## config.mk

```make
export PLATFORM = sky130hd
export DESIGN_NAME = baccarat_ctrl
export DESIGN_NICKNAME = d
export VERILOG_FILES = /design/src/rtl/baccarat_ctrl.sv
export SDC_FILE = /design/constraint.sdc
export NUM_CORES = 1
export LEC_CHECK = 0
export BUFFER_PORTS_ARGS = -buffer_cell sky130_fd_sc_hd__clkbuf_2
export CAP_MARGIN = 30
export CORE_AREA = 2 2 39 41
export CTS_BUF_LIST = sky130_fd_sc_hd__clkbuf_4
export DETAILED_ROUTE_END_ITERATION = 8
export DIE_AREA = 0 0 41 43
export PLACE_DENSITY = 0.63
export SLEW_MARGIN = 30
export SYNTH_ARGS = -nofsm -noshare
export SYNTH_HDL_FRONTEND = slang
export SYNTH_SLANG_ARGS = --single-unit
```

## constraint.sdc

```tcl
create_clock -name clk -period 2.6 [get_ports clk]
set_input_delay 0.78 -clock clk [delete_from_list [all_inputs] [get_ports clk]]
set_output_delay 0.78 -clock clk [all_outputs]
set_load 0.01 [all_outputs]
```

## src/rtl/baccarat_ctrl.sv

```systemverilog
// Baccarat hand sequencer: pulses card load strobes, applies the
// third-card rules and reports the winner once the hand is complete.
module baccarat_ctrl #(
   parameter int SW = 4
) (
   input  logic          clk,
   input  logic          reset,
   input  logic          step,
   input  logic [SW-1:0] pscore,
   input  logic [SW-1:0] dscore,
   input  logic [SW-1:0] pcard3,
   output logic          load_pcard1,
   output logic          load_pcard2,
   output logic          load_pcard3,
   output logic          load_dcard1,
   output logic          load_dcard2,
   output logic          load_dcard3,
   output logic          player_win,
   output logic          dealer_win,
   output logic          done
);

   typedef enum logic [3:0] {
      S_IDLE,
      S_P1,
      S_D1,
      S_P2,
      S_D2,
      S_EVAL1,
      S_P3,
      S_EVAL2,
      S_D3,
      S_DONE
   } state_t;

   state_t        r_state;
   state_t        w_next;
   logic [SW-1:0] w_v;
   logic          w_natural;
   logic          w_draw;

   always_ff @(posedge clk) begin
      if (!reset) r_state <= S_IDLE;
      else        r_state <= w_next;
   end

   // Face cards and tens carry no points in the banker table.
   assign w_v       = (pcard3 <= SW'(9)) ? pcard3 : '0;
   assign w_natural = (pscore >= SW'(8)) || (dscore >= SW'(8));

   always_comb begin
      w_draw = 1'b0;
      if (dscore <= SW'(2))
         w_draw = 1'b1;
      else if (dscore == SW'(3))
         w_draw = (w_v != SW'(8));
      else if (dscore == SW'(4))
         w_draw = (w_v >= SW'(2)) && (w_v <= SW'(7));
      else if (dscore == SW'(5))
         w_draw = (w_v >= SW'(4)) && (w_v <= SW'(7));
      else if (dscore == SW'(6))
         w_draw = (w_v == SW'(6)) || (w_v == SW'(7));
   end

   always_comb begin
      w_next      = r_state;
      load_pcard1 = 1'b0;
      load_pcard2 = 1'b0;
      load_pcard3 = 1'b0;
      load_dcard1 = 1'b0;
      load_dcard2 = 1'b0;
      load_dcard3 = 1'b0;
      done        = 1'b0;
      player_win  = 1'b0;
      dealer_win  = 1'b0;
      case (r_state)
         S_IDLE: if (step) w_next = S_P1;
         S_P1: begin
            load_pcard1 = 1'b1;
            if (step) w_next = S_D1;
         end
         S_D1: begin
            load_dcard1 = 1'b1;
            if (step) w_next = S_P2;
         end
         S_P2: begin
            load_pcard2 = 1'b1;
            if (step) w_next = S_D2;
         end
         S_D2: begin
            load_dcard2 = 1'b1;
            if (step) w_next = S_EVAL1;
         end
         S_EVAL1: begin
            if (step) begin
               if (w_natural)              w_next = S_DONE;
               else if (pscore <= SW'(5))  w_next = S_P3;
               else if (dscore <= SW'(5))  w_next = S_D3;
               else                        w_next = S_DONE;
            end
         end
         S_P3: begin
            load_pcard3 = 1'b1;
            if (step) w_next = S_EVAL2;
         end
         S_EVAL2: begin
            if (step) w_next = w_draw ? S_D3 : S_DONE;
         end
         S_D3: begin
            load_dcard3 = 1'b1;
            if (step) w_next = S_DONE;
         end
         S_DONE: begin
            done       = 1'b1;
            player_win = (pscore >= dscore);
            dealer_win = (dscore >= pscore);
         end
         default: w_next = S_IDLE;
      endcase
   end

endmodule

```

==> Word-level counts from Yosys, hierarchy flattened <==
Cells that the tools add are included.
{ "totals": {"wordCells": 73, "inputBits": 15, "output_inout_bits": 9, "regBits": 4} }
{ "op_classes": {"bitwise": 1, "muxes": 29, "n_lt_le_gt_ge": 11, "n_eq_ne": 25, "reduce_logical": 6} }
{ "op_table": {"columns": ["operator", "count"], "rows": [
  ["$mux 4", 12],
  ["$pmux 4 s10", 1],
  ["$eq 4x3->1 const B", 9],
  ["$ne 2x2->1 const B", 9],
  ["$mux 1", 16],
  ["$eq 4x2->1 const B", 3],
  ["$le 4x3->1 const B", 3],
  ["$reduce_and 10->1", 1],
  ["$eq 4x4->1 const B", 2],
  ["$ge 4x4->1", 2],
  ["$ge 4x4->1 const B", 2],
  ["$eq 4x1->1 const B", 1],
  ["$ge 4x2->1 const B", 1],
  ["$ge 4x3->1 const B", 1],
  ["$le 4x2->1 const B", 1],
  ["$le 4x4->1 const B", 1],
  ["$logic_not 4->1", 1],
  ["$ne 4x4->1 const B", 1],
  ["$logic_and 1x1->1", 2],
  ["$logic_or 1x1->1", 2],
  ["$not 1->1", 1]
]} }

==> Logic depth before layout (Yosys ltp) <==
{ "depth": {"ltp_word": 12, "ltp_mapped": 6, "depth_no_buf": 6} }

==> Worst setup path before layout <==
Ideal clock, no wire load.
{ "synth_timing": {"path_kind": "in2out", "from": "input port pscore[1]", "to": "output port player_win", "path_buffers": 0, "arrival_ns": 1.833, "setup_slack_ns": -0.013, "cell_stages": 6, "t_required_ns": 1.820, "cell_sequence": "inv_1 -> ha_1 -> nor2b_1 -> o21a_1 -> o21a_1 -> o41ai_2"} }
{ "synth_via": {"elab_chain_cells": 2} }
{ "synth_lines": {"columns": ["item", "line_no", "source"], "rows": [
  ["from (decl)", "9", "input logic [SW-1:0] pscore,"],
  ["$ge 4x4->1", "115", "player_win = (pscore >= dscore);"],
  ["$mux 1", "76", "case (r_state)"],
  ["to (decl)", "18", "output logic player_win,"]
]} }
No other way between the ends.

==> Worst setup path after layout <==
Same ends and word-level chain as after synthesis.

==> flow_summary_export.csv <==
group,metric,value,unit
yosys,synth_top_flop_cell,"dfxtp_1",
grt,antenna_found_initial,0,
floorplan,core,1380,µm²
yosys,syn_nets,81,
detailed_routing,vias,563,
yosys,synth_edf_count,0,
critical_path,crit_required,1.82,ns
yosys,synthCells,62,
timing,rsz0062_at_grt,"true",
cells_and_area,multi_input_area,393,µm²
timing,finalCriticalPeriod,2.81,ns
detailed_routing,drt-initial-drc-count,3,
floorplan,die_y,43,µm
timing,setup_slack,-0.214,ns
timing,setup_tns,-0.418,ns
clock_tree,post_cts.repair.setup_buffers,0,
critical_path,cpPeakStageDelay,0.24,ns
power_and_ir_drop,p_per_area,305,nW/µm²
clock_tree,clock-sinks,4,
yosys,postSynthAreaPerCell,7.73,µm²
grt,grt_first_pass_wirelength,2030,µm
hold_path,hold_class,"flip-flop to flip-flop",
clock_tree,clk_pin_slew,0.03,ns
detailed_routing,first_pass_iters,6,
critical_path,path_buf_inv,3,
critical_path,cpLargestDelayFamily,"compound AO/OA/AOI/OAI gates",
critical_path,worst_path_most_repeated_cell,"o21a_1",
cells_and_area,largest_register,"r_state",
timing,fmax,355,MHz
grt,first_global_vias,499,
critical_path,end_kind,"output pin",
timing,fin_crit_sh,1.08,
critical_path,crit_type,"input port to output pin",
yosys,synth_top_area_frac,0.167,
floorplan,row_count,14,
detailed_routing,ant_nets,0,
placed_design,port_buffers,23,
power_and_ir_drop,ir_drop,0.183,mV
yosys,synth_cell_type_count,29,
timing,skew,0.00277,ns
cells_and_area,num_antenna_cells,0,
yosys,ys_top_cells_by_count,"nor2_1, nor3_1, inv_1",
status,status,"finished, violations left",
timing,hold_ws,0.682,ns
detailed_routing,finalWirelength,1310,µm
detailed_routing,vias_per_cell,5.21,
critical_path,cp_cell_sequence,"buf_6 > inv_4 > ha_4 > nor2b_4 > o21a_1 > o21a_1 > o41ai_4 > buf_2",
timing,max-slew-margin-rel,0.724,
status,violations,"setup timing",
cells_and_area,nFillCells,144,
clock_tree,cts_buffers,3,
cells_and_area,top_regs,"r_state: 4 flops",
critical_path,cp.arrival,2.03,ns
timing,finalHoldViolCount,0,
clock_tree,clockBufferDepth,2,
yosys,synth_area,479,µm²
yosys,async_flop_share,0,
yosys,yosysTopAreaCell,"dfxtp_1",
flow_run,maxCapViolations,0,
grt,track_usage,0.165,
yosys,yosysWarnings,0,
critical_path,critPathSlowestCell,"o41ai_4",
timing,slew_violations,0,
detailed_routing,drc,0,
yosys,synth_seq_area_share,0.167,
cells_and_area,layout-drive-gt1-share,0.435,
grt,grt.overflow.total,0,
placed_design,gp_congestion,0.835,
floorplan,initial_core_util,0.346,
cells_and_area,largest_register_ffs,4,
timing,final-setup-viol-count,2,
grt,grt_max_degree,13,
clock_tree,clkLatencyLatePin,0.23,ns
floorplan,fp.dieArea,1760,µm²
clock_tree,cts_tree,"yes",
yosys,synth-seq-cells,4,
clock_tree,cts_root_buf,"clkbuf_4",
yosys,synth_area_leaders,"dfxtp_1, ha_1, nor3_1",
floorplan,die_w,41,µm
critical_path,startpoint_type,"input port",
cells_and_area,area_delta_synth_final,46.7,%
critical_path,crit_fanout,2,
cells_and_area,nNetsFinal,113,
floorplan,ios,24,
detailed_routing,wl_per_cell,12.1,µm
power_and_ir_drop,p_leak,0.340,nW
clock_tree,cts_max_level,1,
cells_and_area,regArea,80.1,µm²
timing,worstMarginPinSlew,0.414,ns
placed_design,hpwl,1040,µm
-- power by group --
part,leakage (nW),internal (mW),switching [mW]
clock network,0.0138,0.0514,0.0223
registers,0.0327,0.0643,0.00644
logic,0.294,0.0362,0.0337
-- worst reg2reg max path, delay by kind of cell (launching register included) --
kind | cells | cell delay (ns)
compound gates | 2 | 0.22
flops | 1 | 0.56
simple gates | 2 | 0.38
-- area by class of cell --
cell class                      count  share of cell area
Multi-Input combinational cell     51               0.559
Timing Repair Buffer               29               0.237
Sequential cell                     4               0.114
Clock buffer                        3              0.0320
Inverter                            5              0.0302
Tap cell                           16              0.0285
-- cells by family (layout without fill, tap and decap cells) --
kind of cell    count (synthesis)  in the layout  synth area share
fa+ha+maj                       4              4             0.104
flops                           4              4             0.167
buf+inv                         7             37            0.0783
compound gates                 19             19             0.311
simple gates                   28             28             0.339
-- timing repair --
item                                    4_1_cts  5_1_grt
pin swaps                                     1        0
endpoints found under the setup margin        2        2
hold buffers                                  0        0
endpoints found under the hold margin         0        0
gates resized for setup                       2        6
-- worst paths after layout --
check | from | end | slack, ns | depth (start not counted)
max reg2reg | r_state[1] | r_state[0] | 1.32 | 4
max | pscore[1] | player_win | -0.21 | 8
min | r_state[0] | r_state[0] | 0.68 | 3
min reg2reg | r_state[0] | r_state[0] | 0.68 | 3
-- routing by layer --
metal | share of wire | up-vias | track usage
li1 | - | 292 | -
met3 | 0.044 | 0 | 0.0576
met1 | 0.43 | 255 | 0.205
met5 | 0 | - | 0
met4 | 0 | 0 | 0.0200
met2 | 0.53 | 16 | 0.272
-- per-stage QoR --
step / utilization / setup slack (ns) / total power, mW / cell area, µm² / std cells
after floorplan: - / -0.00597 / 0.104 / 490 / 62
after global placement: 0.471 / -0.216 / 0.132 / 652 / 105
after detailed placement: 0.471 / -0.297 / 0.134 / 652 / 105
after CTS: 0.496 / -0.248 / 0.212 / 687 / 108
after global routing: 0.508 / -0.237 / 0.232 / 703 / 108
final: 0.508 / -0.214 / 0.214 / 703 / 108
-- cells in the final DEF, fill, tap and decap left out, drive strengths merged, types with 2 or more instances in the layout --
master,synthesis,layout
nand2b,5,5
nor3,7,7
a21oi,3,3
nor2b,2,2
o21a,3,3
a211oi,2,2
nor2,7,7
dfxtp,4,4
inv,5,5
nand2,3,3
ha,4,4
clkbuf,0,23
o21ai,3,3
buf,2,9
Note: power is estimated with default switching activity, not from simulation.
